$ cat src/rtl/io_sampler.sv
// io_sampler: brings N_BIT asynchronous single-bit inputs and N_WORD parallel
// words into the CLK domain.
// Bit path: two-flop synchroniser, then a tick-based debounce, then registered
// rise/fall pulses and sticky "edge seen" flags.
// Word path: either a transparent per-cycle register or a snapshot taken on
// demand, with a per-word change pulse.
module io_sampler #(
  parameter int N_BIT  = 8,
  parameter int N_WORD = 4,
  parameter int WORD_W = 16,
  parameter int DB_CNT = 4,
  parameter int DB_W   = 8
) (
  input  logic                     CLK,
  input  logic                     RST,
  input  logic                     TICK,
  input  logic [N_BIT-1:0]         IN_BIT,
  input  logic [N_BIT-1:0]         EVT_CLR,
  input  logic [N_WORD*WORD_W-1:0] IN_WORD,
  input  logic                     MODE,
  input  logic                     SNAP,
  output logic [N_BIT-1:0]         OUT_BIT,
  output logic [N_BIT-1:0]         OUT_RISE,
  output logic [N_BIT-1:0]         OUT_FALL,
  output logic [N_BIT-1:0]         EVT_STICKY,
  output logic [N_WORD*WORD_W-1:0] OUT_WORD,
  output logic [N_WORD-1:0]        WORD_CHG,
  output logic                     SNAP_DONE
);

  // Synchroniser stages; r_s2 is the only bit-path consumer of IN_BIT.
  logic [N_BIT-1:0]  r_s1;
  logic [N_BIT-1:0]  r_s2;

  // Per-channel results gathered from the generate blocks.
  logic [N_BIT-1:0]  w_lvl;
  logic [N_BIT-1:0]  w_rise;
  logic [N_BIT-1:0]  w_fall;
  logic [N_BIT-1:0]  w_sticky;
  logic [N_WORD-1:0] w_chg;

  // Word capture enable: always in transparent mode, on SNAP in snapshot mode.
  logic w_cap;
  logic r_snap_done;

  assign w_cap = ~MODE | SNAP;

  // Two-flop synchroniser for all bit channels.
  always_ff @(posedge CLK) begin
    if (RST) begin
      r_s1 <= '0;
      r_s2 <= '0;
    end else begin
      r_s1 <= IN_BIT;
      r_s2 <= r_s1;
    end
  end

  // ---------------------------------------------------------------------------
  // Bit channels
  // ---------------------------------------------------------------------------
  for (genvar gi = 0; gi < N_BIT; gi++) begin : g_bit
    logic r_lvl;
    logic r_rise;
    logic r_fall;
    logic r_sticky;

    if (DB_CNT == 0) begin : g_nodb
      // No debounce: follow the synchronised level every cycle, pulse on change.
      always_ff @(posedge CLK) begin
        if (RST) begin
          r_lvl  <= 1'b0;
          r_rise <= 1'b0;
          r_fall <= 1'b0;
        end else begin
          r_lvl  <= r_s2[gi];
          r_rise <= r_s2[gi] & ~r_lvl;
          r_fall <= ~r_s2[gi] & r_lvl;
        end
      end
    end else begin : g_db
      logic [DB_W-1:0] r_cnt;

      // Debounce: count TICKs while the synchronised level disagrees with the
      // accepted level; any agreement (glitch over) restarts the count at 0.
      always_ff @(posedge CLK) begin
        if (RST) begin
          r_lvl  <= 1'b0;
          r_rise <= 1'b0;
          r_fall <= 1'b0;
          r_cnt  <= '0;
        end else begin
          r_rise <= 1'b0;
          r_fall <= 1'b0;
          if (r_s2[gi] == r_lvl) begin
            r_cnt <= '0;
          end else if (TICK) begin
            if (r_cnt == DB_W'(DB_CNT - 1)) begin
              r_lvl  <= r_s2[gi];
              r_cnt  <= '0;
              r_rise <= r_s2[gi];
              r_fall <= ~r_s2[gi];
            end else begin
              r_cnt <= r_cnt + DB_W'(1);
            end
          end
        end
      end
    end

    // Sticky flag follows the registered pulses one cycle later; a pulse
    // arriving together with a clear request keeps the flag set.
    always_ff @(posedge CLK) begin
      if (RST) begin
        r_sticky <= 1'b0;
      end else if (r_rise | r_fall) begin
        r_sticky <= 1'b1;
      end else if (EVT_CLR[gi]) begin
        r_sticky <= 1'b0;
      end
    end

    assign w_lvl[gi]    = r_lvl;
    assign w_rise[gi]   = r_rise;
    assign w_fall[gi]   = r_fall;
    assign w_sticky[gi] = r_sticky;
  end

  // ---------------------------------------------------------------------------
  // Word channels
  // ---------------------------------------------------------------------------
  for (genvar gi = 0; gi < N_WORD; gi++) begin : g_word
    logic [WORD_W-1:0] r_word;
    logic              r_chg;

    // Capture the word when enabled and flag it if the captured value differs
    // from what was previously presented on OUT_WORD.
    always_ff @(posedge CLK) begin
      if (RST) begin
        r_word <= '0;
        r_chg  <= 1'b0;
      end else begin
        r_chg <= 1'b0;
        if (w_cap) begin
          r_word <= IN_WORD[gi*WORD_W +: WORD_W];
          r_chg  <= (IN_WORD[gi*WORD_W +: WORD_W] != r_word);
        end
      end
    end

    assign OUT_WORD[gi*WORD_W +: WORD_W] = r_word;
    assign w_chg[gi]                     = r_chg;
  end

  // Snapshot acknowledge appears together with the captured words.
  always_ff @(posedge CLK) begin
    if (RST) begin
      r_snap_done <= 1'b0;
    end else begin
      r_snap_done <= MODE & SNAP;
    end
  end

  assign OUT_BIT    = w_lvl;
  assign OUT_RISE   = w_rise;
  assign OUT_FALL   = w_fall;
  assign EVT_STICKY = w_sticky;
  assign WORD_CHG   = w_chg;
  assign SNAP_DONE  = r_snap_done;

endmodule

$ cat config.mk
export PLATFORM = sky130hd
export DESIGN_NAME = io_sampler
export DESIGN_NICKNAME = d
export VERILOG_FILES = /design/src/rtl/io_sampler.sv
export SDC_FILE = /design/constraint.sdc
export NUM_CORES = 1
export LEC_CHECK = 0
export BUFFER_PORTS_ARGS = -buffer_cell sky130_fd_sc_hd__buf_2
export CAP_MARGIN = 10
export CORE_ASPECT_RATIO = 1.2
export CORE_MARGIN = 3
export CORE_UTILIZATION = 36
export CTS_CLUSTER_SIZE = 12
export DETAILED_ROUTE_END_ITERATION = 12
export GPL_TIMING_DRIVEN = 0
export SKIP_CTS_REPAIR_TIMING = 1
export SYNTH_ARGS = -nofsm -noshare
export SYNTH_HDL_FRONTEND = slang
export SYNTH_SLANG_ARGS = --single-unit
$ cat constraint.sdc
create_clock -name CLK -period 2.5 [get_ports CLK]
set_clock_uncertainty 0.05 [all_clocks]
set_input_delay 0.5 -clock CLK [delete_from_list [all_inputs] [get_ports CLK]]
set_output_delay 0.5 -clock CLK [all_outputs]
set_load 0.005 [all_outputs]
## Yosys cells after proc, flatten, opt, wreduce, memory -nomap -nowiden

Cells that the tools add are included.

- $add $sub $neg: 8
- $mul: 0
- Div/mod/pow operators: 0
- $lt $le $gt $ge: 0
- Eq/ne operators: 20
- Shift-type cells: 0
- Mux-type cells: 24
- Bitwise gates (word level): 37
- Reductions and logical operators: 33

Operators with widths:

| kind | count |
|---|---|
| $add A8 B1 Y8 const B | 8 |
| $eq A8 B2 Y1 const B | 8 |
| $mux W8 | 8 |
| $ne A16 B16 Y1 | 4 |
| $reduce_or A4 Y1 | 8 |
| $not A1 Y1 | 27 |
| $reduce_and A3 Y1 | 8 |
| $reduce_or A2 Y1 | 9 |
| $mux W1 | 16 |
| $reduce_bool A2 Y1 | 8 |
| $or A1 B1 Y1 | 9 |
| $eq A1 B1 Y1 | 8 |
| $and A1 B1 Y1 | 1 |

- Register bits after elaboration: 181
- Bits in latches: 0
- RAM bits: 0
- ROM bits: 0
- Bits of input ports: 85
- Output and inout bits: 101
- Logic and storage cells: 173
- Memories kept: 0

## Depth between registers and ports, before layout

Gate-level depths: netlist of run 1.

- Depth after elaboration: 4
- Depth in mapped cells: 6
- Depth with buffers taken out: 5

## Worst setup path after synthesis of run 1

No wires, ideal clock.

- Path type: input to register
- Start: in TICK
- End: reg g_bit[4].g_db.r_cnt[7]
- Arrival: 1.596 ns
- Data required time: 2.329 ns
- Slack: 0.733 ns
- Cell stages on the path: 6
- Path through: clkbuf_1 -> clkbuf_1 -> nand4_1 -> nor3_1 -> xnor2_1 -> nor2_1

RTL lines:

| item | line | source |
|---|---|---|
| start: declaration | 16 | `input logic TICK,` |
| end signal: assignment | 104 | `r_cnt <= r_cnt + DB_W'(1);` |
| end: declaration | 82 | `logic [DB_W-1:0] r_cnt;` |

## Worst setup path after layout of run 1

- Start: in RST
- End: reg g_word[1].r_word[15]

RTL lines:

| item | line | source |
|---|---|---|
| start: declaration | 15 | `input logic RST,` |
| end signal: assignment | 145 | `r_word <= IN_WORD[gi*WORD_W +: WORD_W];` |
| end: declaration | 133 | `logic [WORD_W-1:0] r_word;` |

No word-level cell between the ends.

==> impl_results.md, run 1 <==
- Synth Instances: 853
- Syn Nets: 946
- Final Power: 6.185 mW
- CTS tree: built
- Final layout net count: 1,148
- Die H: 165.3 um
- PortBufs: 183
- Antenna viol nets, final: 0
- Synth Register Bits: 181
- Final wirelength: 19,000 um
- DRT Pass-1 Iters: 4
- Post-DP HPWL: 14,420 um
- Root Driver: clkbuf_16
- Clk slew on worst S/H paths: 0.07 ns
- Crit path launch type: primary input
- Synth unique cells: 25
- Fin crit share: 81.67%
- Hold Crit Class: primary input to register
- Share of cells above drive strength 1: 24.93%
- Power per cell area: 655.8 mW/mm^2
- Share of the yosys chip area belonging to registers: 47.61%
- Worst skew pair latency: 0.42 ns
- Number of global-route vias before repair: 5,870
- Core area: 0.02054 sq mm
- CTS Buffer Depth: 2
- Via count: 6,222
- DR vias/cell: 4.671
- Max-Cap Viols: 0
- Hold Startpoint: IN_BIT[3]
- Avg WL per Cell: 14.26 um
- Hold path cells: 2
- CP Max Fanout: 10
- Tightest Pin Transition: 0.8592 ns
- Final WS setup: 0.4584 ns
- RSZ-0062 raised after global routing: false
- DIE AREA: 0.02293 sq mm
- Leading cell type in the layout, fill and taps excluded: buf_2
- Worst r2r path cells: 3
- Antenna violations before repair: 0
- Initial Utilization: 37.06%
- First-pass GRT wire length: 30,210 um
- Top post-synthesis cells by area: dfxtp_1, xnor2_1, nand2_1
- Die W: 138.7 um
- R2r endpoint: g_bit[4].r_rise
- Post-Place Setup Slack: 0.002104 ns
- Fin. Hold Viols: 0
- Rel. slew slack: 42.72%
- Avg Inst Size Synth: 8.923 sq um
- Fmax: 489.8 MHz
- Worst R2R Start: g_bit[4].g_db.r_cnt[2]
- Status: finished, final reports clean
- Starting DRT DRC Count: 270
- Hold endpoint: r_s1[3]
- RePlAce Congestion: 0.8619
- Drc violations: 0
- CTS buffer count: 17
- Arrival time worst endpoint: 2.26 ns
- CP required: 2.71 ns
- Setup CP Type: primary input to register
- # fillers: 2,022
- Ys Warns: 0
- Final setup vio count: 0
- Total Routing Usage GR: 16.39%
- Worst VDD drop: 0.4689 mV
- # rows: 57
- Area Overhead vs Synth: 23.92%
- Most frequent cells in the layout: buf_2, dfxtp_1, nand2_1
- Synth Cell Area: 0.007611 sq mm
- Min Tclk post-route: 2.042 ns
- CP endpoint kind: register
- Top-Level Pins: 186
- Leakage power: 3.933 nW
- R2R setup slack: 0.56 ns
- Antenna diode count: 0
- TritonCTS Sinks: 181
- Max Slew Vio Count: 0
- Congestion Overflow GR: 0
- Cell taking the most area after synthesis: dfxtp_1
- H-tree levels: 4
- Pin count of the biggest net entering global routing: 17
- Area share of the largest cell type after synthesis: 47.61%
==> registers in the layout, summed over array words and instances, names as in the netlist, 4 cells and up <==
register and flops:
g_word.r_chg 4, g_bit.r_sticky 8, g_bit.r_rise 8, g_bit.r_fall 8, g_bit.g_db.r_cnt 64, r_s2 8
r_s1 8, g_word.r_word 64, g_bit.r_lvl 8
==> worst max-delay path, stage by stage <==
cell and delay, ns:
clkbuf_1 0.41, clkbuf_1 0.54, clkbuf_1 0.71, a21oi_1 0.08
==> cell families after synthesis <==
family / Yosys count / share of synthesized area (%)
AND/OR/NAND/NOR: 378 / 24.25
AO/OA/AOI/OAI: 72 / 4.735
XOR/XNOR: 128 / 14.73
adder cells (fa/ha/maj): 8 / 1.315
multiplexers: 16 / 2.104
flip-flops: 181 / 47.61
buffers and inverters: 70 / 5.261
==> cell usage after synthesis (all sizes together) <==
master	instances
a21oi	72
and3	5
and4	3
buf	45
clkbuf	25
dfxtp	181
ha	8
mux2i	16
nand2	156
nand2b	9
nand3	14
nand4	33
nor2	96
nor2b	17
nor3	9
nor4	5
nor4b	15
or4	16
xnor2	92
xor2	36
==> where the power goes <==
part	internal [mW]	total [mW]	switching [mW]	leakage [nW]
sequential	2.97	3.04	0.0717	1.48
combinational	0.244	0.520	0.276	2.19
clock	1.50	2.63	1.13	0.269
total	4.71	6.19	1.47	3.93
==> through the flow <==
step,std cells,util (%),hold WS (ns),cell area (sq um),TNS [ns]
after floorplan,853,-,0.3638,7611,0
after global placement,1301,43.13,0.3910,8859,-0.02834
after detailed placement,1301,43.13,0.3790,8859,0
after CTS,1332,45.92,0.2071,9432,0
after global routing,1332,45.92,0.2173,9432,0
final,1332,45.92,0.2293,9432,0
==> how the worst max path moves through the flow <==
stage	from	end	slack, ns	depth (start not counted)
6_report	RST	g_word[1].r_word[15]	0.46	4
3_3_place_gp	TICK	g_bit[3].g_db.r_cnt[4]	-0.01	6
3_5_place_dp	TICK	g_bit[3].g_db.r_cnt[4]	0.002	6
4_1_cts	TICK	g_bit[3].g_db.r_cnt[4]	0.46	6
2_1_floorplan	TICK	g_bit[4].g_db.r_cnt[7]	0.73	6
5_1_grt	TICK	g_bit[4].g_db.r_cnt[7]	0.29	6
==> final cells by class <==
| cell class | count | area, sq um | area share [%] |
|---|---|---|---|
| timing repair buffer | 183 | 915.9 | 9.711 |
| sequential | 181 | 3623 | 38.42 |
| buffer | 70 | 400.4 | 4.245 |
| multi-input combinational | 602 | 3587 | 38.03 |
| tap | 265 | 331.6 | 3.516 |
| clock inverter | 11 | 126.4 | 1.340 |
| clock buffer | 20 | 446.7 | 4.736 |
==> layer usage <==
layer / vias up / routed length [um] / part of all wire (%) / global-route usage, %
li1: 3198 / - / - / -
met1: 2853 / 8449 / 44 / 20.32
met2: 151 / 9273 / 49 / 28.53
met3: 20 / 916 / 4.8 / 3.571
met4: 0 / 359 / 1.9 / 5.427
met5: - / 0 / 0 / 0
Power figures use the tool's default switching activity.
==> run 2, diff against run 1 <==
ABC_AREA = 1   (was default)
clock period = 1.9 ns   (was 2.5 ns; I/O delays follow)
==> run 2 against run 1 <==
Wire length grew 9.5%. Hold slack worse by 0.12 ns. Synthesized cell count is 43% higher. Flip-flop and latch count stayed put. Sequential share of layout area down 3.1 points. First-iteration DRC count down 1.5%. Design area increased by 8.7%. Critical path type is now register to primary output.
==> impl_results.md, run 2 <==
- First-pass GRT wire length: 34,110 um
- Worst r2r path cells: 7
- Fin. Hold Viols: 0
- Min Tclk post-route: 1.468 ns
- Most common cell in the synthesized netlist: nor2_1
- R2r endpoint: g_bit[6].g_db.r_cnt[2]
- EDFF count, synth: 0
- Status: finished, final reports clean
- Clock Power Share: 41.8%
- Antenna viol nets, final: 0
- Top post-synthesis cells by area: dfxtp_1, nor2_1, nand2_1
- Area share of the largest cell type after synthesis: 43.26%
- Drc violations: 0
- Synth top cells by count: nor2_1, nand2_1, dfxtp_1
- Hold path cells: 3
- Synth Register Bits: 181
- Synth Instances: 1,220
- Avg Inst Size Synth: 6.865 sq um
- DR vias/cell: 4.376
- RePlAce Congestion: 0.8013
- Sequential share of power: 48.4%
- Leakage power: 5.153 nW
- Synth unique cells: 31
- Initial Utilization: 36.94%
- Avg WL per Cell: 11.92 um
- Hold endpoint: r_s1[7]
- Via count: 7,631
- Root Driver: clkbuf_16
- Post-synth top flop: dfxtp_1
- Worst R2R Start: g_bit[6].g_db.r_cnt[1]
- CP Max Fanout: 4
- Max Slew Vio Count: 0
- Max layer used: met5
- Cell taking the most area after synthesis: dfxtp_1
- Antenna violations before repair: 2
- Share of cells above drive strength 1: 20.08%
- Post-DP HPWL: 16,060 um
- WL met3: 1767 um
- Final wirelength: 20,790 um
- Leading cell type in the layout, fill and taps excluded: nor2_1
- Hold_ws: 0.1091 ns
- Starting DRT DRC Count: 266
- Power per cell area: 808.7 mW/mm^2
- Share of the yosys chip area belonging to registers: 43.26%
- Die H: 173.1 um
- Synth Cell Area: 0.008376 sq mm
- Synth async-reset ratio: 0%
- R2R setup slack: 0.53 ns
- Final layout net count: 1,517
- CTS Buffer Depth: 2
- CTS tree: built
- Ys Warns: 0
- Hold Crit Class: primary input to register
- Max-Cap Viols: 0
- Core area: 0.02267 sq mm
- CTS buffer count: 17
- DIE AREA: 0.02514 sq mm
- Rel. slew slack: 53.02%
- Most frequent cells in the layout: nor2_1, nand2_1, buf_2
- Switching share of power: 25.01%
- Final setup vio count: 0
- Arrival time worst endpoint: 1.04 ns
- Fin crit share: 77.24%
- Fmax: 681.4 MHz
- CP endpoint kind: primary output
- Number of global-route vias before repair: 7,065
- Top-Level Pins: 186
- Pin count of the biggest net entering global routing: 17
- # rows: 60
- Switch Pwr: 2.075 mW
- TritonCTS Sinks: 181
- Met1 WL: 8736 um
- Setup crit start: g_bit[7].r_lvl
- Combinational power share: 9.8%
- Worst VDD drop: 0.5756 mV
- PortBufs: 185
- Worst skew pair latency: 0.42 ns
- Congestion Overflow GR: 0
- Crit path launch type: register
- Die W: 145.2 um
- Largest regs: g_bit.g_db.r_cnt x64, g_word.r_word x64
- Tightest Pin Transition: 0.7047 ns
- CP required: 1.47 ns
- Antenna diode count: 0
- Clk slew on worst S/H paths: 0.06 ns
- Int Pwr: 6.219 mW
- Setup CP Type: register to primary output
- Hold Startpoint: IN_BIT[7]
- DRT Pass-1 Iters: 4
- Final Power: 8.294 mW
- Total Routing Usage GR: 16.48%
- H-tree levels: 4
- RSZ-0062 raised after global routing: false
- Area Overhead vs Synth: 22.45%
- Routed wl met2: 10,090 um
- Syn Nets: 1,313
==> run 2: power by group through the flow <==
stage / logic, mW / registers (mW) / clock network (mW)
CTS: 0.828 / 4.01 / 3.58
floorplan: 0.445 / 4.10 / 0
global placement: 0.816 / 4.10 / 0
finish: 0.810 / 4.01 / 3.47
detailed placement: 0.825 / 4.10 / 0
global route: 0.940 / 4.03 / 3.72
==> run 2: area by class of cell <==
cell class / instances / area, sq um
fill: 2404 / 12420
multi-input combinational: 798 / 3675
sequential: 181 / 3623
timing repair buffer: 185 / 925.9
inverter: 175 / 656.9
clock buffer: 19 / 442.9
buffer: 66 / 420.4
tap: 310 / 387.9
clock inverter: 10 / 123.9
==> run 2: cells by family after synthesis <==
kind of cell	count (synthesis)	synth area share, %
AND/OR/NAND/NOR	618	30.74
AO/OA/AOI/OAI	143	8.904
buffers and inverters	241	12.86
XOR/XNOR	29	3.033
adder cells (fa/ha/maj)	8	1.195
flip-flops	181	43.26
==> run 2: through the flow <==
step	area [sq um]	utilization [%]	std cells	setup WS (ns)	setup TNS, ns
finish	10260	45.24	1744	0.4325	0
global route	10260	45.24	1744	0.3242	0
CTS	10260	45.24	1744	0.4021	0
detailed placement	9689	42.74	1715	0.006128	0
global placement	9689	42.74	1715	-0.005483	-0.005483
floorplan	8376	-	1220	0.6890	0
==> run 2: worst max-delay path by stage <==
stage	to	cells after the start
after floorplan	g_word[0].r_word[10]	5
after global placement	SNAP_DONE	4
after detailed placement	g_word[1].r_word[14]	6
after CTS	OUT_BIT[6]	2
after global routing	g_word[0].r_word[15]	6
final	OUT_BIT[7]	2
==> run 2: per-layer routing <==
layer / track usage (%) / vias up
met4: 3.563 / 4
met2: 29.37 / 163
li1: - / 4121
met3: 7.366 / 16
met5: 0 / -
met1: 18.09 / 3327
==> run 2: worst max-delay path, stage by stage (launching register included) <==
cell and delay [ns]:
dfxtp_1 0.39, buf_4 0.13, buf_2 0.10
==> run 3, diff against run 2 <==
clock period = 1.39 ns   (was 1.9 ns; I/O delays follow)
==> run 3 against run 2 <==
Critical endpoint is now OUT_RISE[3]. Design area increased by 0.99%. Clock power increased by 37%. Sequential power increased by 37%. Register-to-register slack got worse by 0.44 ns. Global-route usage unchanged. Critical path depth unchanged. Die area unchanged. Total power increased by 37%. Sequential share of layout area decreased by 0.20 points. Count of clock-buffer cells in the layout unchanged.
==> impl_results.md, run 3 (synthesis gave the netlist of run 2 again) <==
- Final wirelength: 20,860 um
- Congestion Overflow GR: 0
- Antenna viol nets, final: 0
- Final setup TNS: 0 ns
- Hold_ws: 0.007017 ns
- Fmax: 749.8 MHz
- Fin crit share: 95.95%
- Leading cell type in the layout, fill and taps excluded: nor2_1
- RSZ-0062 raised after global routing: false
- PortBufs: 185
- Root Driver: clkbuf_16
- Post-Place Cell Area: 0.009689 sq mm
- Antenna violations before repair: 2
- Hold endpoint: r_s1[7]
- Max Slew Vio Count: 0
- TritonCTS Sinks: 181
- CTS Buffer Depth: 2
- Rel. slew slack: 52.70%
- Number of global-route vias before repair: 7,065
- CTS buffer count: 17
- Worst r2r path cells: 7
- Crit path launch type: register
- Hold Startpoint: IN_BIT[7]
- H-tree levels: 4
- Hold Crit Class: primary input to register
- DRT Pass-1 Iters: 5
- Largest regs: g_bit.g_db.r_cnt x64, g_word.r_word x64
- Pin count of the biggest net entering global routing: 17
- R2r endpoint: g_bit[6].g_db.r_cnt[2]
- Fin. Hold Viols: 0
- Max-Cap Viols: 0
- Antenna diode count: 0
- WL met3: 1782 um
- Via count: 7,677
- DIE AREA: 0.02514 sq mm
- Worst skew pair latency: 0.42 ns
- Fin cells: 1,749
- Area Overhead vs Synth: 23.66%
- Final setup vio count: 0
- Clk slew on worst S/H paths: 0.06 ns
- Status: finished, final reports clean
- Die H: 173.1 um
- Routed wl met2: 10,130 um
- # rows: 60
- CP required: 1.06 ns
- Post-route cell area: 0.01036 sq mm
- Avg WL per Cell: 11.93 um
- CTS tree: built
- Max layer used: met5
- Initial Utilization: 36.94%
- R2R setup slack: 0.09 ns
- Met1 WL: 8745 um
- Starting DRT DRC Count: 257
- Arrival time worst endpoint: 1.01 ns
- Post-DP HPWL: 16,060 um
- Most frequent cells in the layout: nor2_1, nand2_1, buf_2
- Worst R2R Start: g_bit[6].g_db.r_cnt[1]
- Final layout net count: 1,522
- CP Max Fanout: 2
- RePlAce Congestion: 0.8013
- DR vias/cell: 4.389
- Min Tclk post-route: 1.334 ns
- Leakage power: 5.185 nW
- Setup CP Type: register to primary output
- Die W: 145.2 um
- CP endpoint kind: primary output
- Top-Level Pins: 186
- Placed insts: 1,715
- Hold path cells: 3
- Tightest Pin Transition: 0.7094 ns
- Drc violations: 0
- First-pass GRT wire length: 34,110 um
- Core area: 0.02267 sq mm
- Total Routing Usage GR: 16.48%
- Final Power: 11.34 mW
- Worst VDD drop: 0.7861 mV
- Share of cells above drive strength 1: 21.68%
- Power per cell area: 1095 mW/mm^2
run 3: cell types whose count changed in the layout (fill, tap and decap cells not counted), moves of 2 or more:
cell and delta:
dfxtp_1 -12, dfxtp_2 +12, nor2_4 +4, buf_4 +3, ha_1 -3, ha_2 +3, nor2_1 -3, dlygate4sd3_1 +2
run 3: worst max-delay path, cell delays in order (launching register included):
cell and delay, ns:
dfxtp_1 0.38, buf_4 0.12, buf_2 0.10
run 3: layout make-up:
cell class | count | area [sq um]
buffer | 66 | 421.7
clock buffer | 19 | 442.9
clock inverter | 10 | 123.9
fill | 2392 | 12310
inverter | 175 | 656.9
multi-input combinational | 798 | 3717
sequential | 181 | 3638
tap | 310 | 387.9
timing repair buffer | 190 | 968.4
run 3: worst max-delay path by stage:
| stage | from | end | slack, ns | cells after the start |
|---|---|---|---|---|
| after global routing | g_bit[6].g_db.r_cnt[0] | g_bit[6].g_db.r_cnt[6] | 0.003 | 6 |
| final | g_bit[3].r_rise | OUT_RISE[3] | 0.06 | 2 |
| after detailed placement | RST | g_word[1].r_word[14] | -0.40 | 6 |
| after CTS | g_bit[6].r_lvl | OUT_BIT[6] | -0.006 | 2 |
| after global placement | RST | SNAP_DONE | -0.41 | 4 |
| after floorplan | g_bit[6].g_db.r_cnt[0] | g_bit[6].g_db.r_cnt[2] | 0.18 | 7 |
run 3: power by group:
part           leakage [nW]  switching, mW  internal, mW
Clock                 0.273           2.04          2.69
Combinational          3.42          0.661         0.455
Sequential             1.49          0.128          5.36
Total                  5.18           2.83          8.51
run 3: stage by stage:
step	util, %	worst slack (ns)
6_report	45.68	0.05629
5_1_grt	45.68	0.002580
4_1_cts	45.24	-0.005929
3_5_place_dp	42.74	-0.4019
3_3_place_gp	42.74	-0.4135
2_1_floorplan	-	0.1812
run 3: layer usage:
layer	global-route usage, %	vias up
met1	18.09	3351
met4	3.563	4
met2	29.37	171
li1	-	4135
met5	0	-
met3	7.366	16
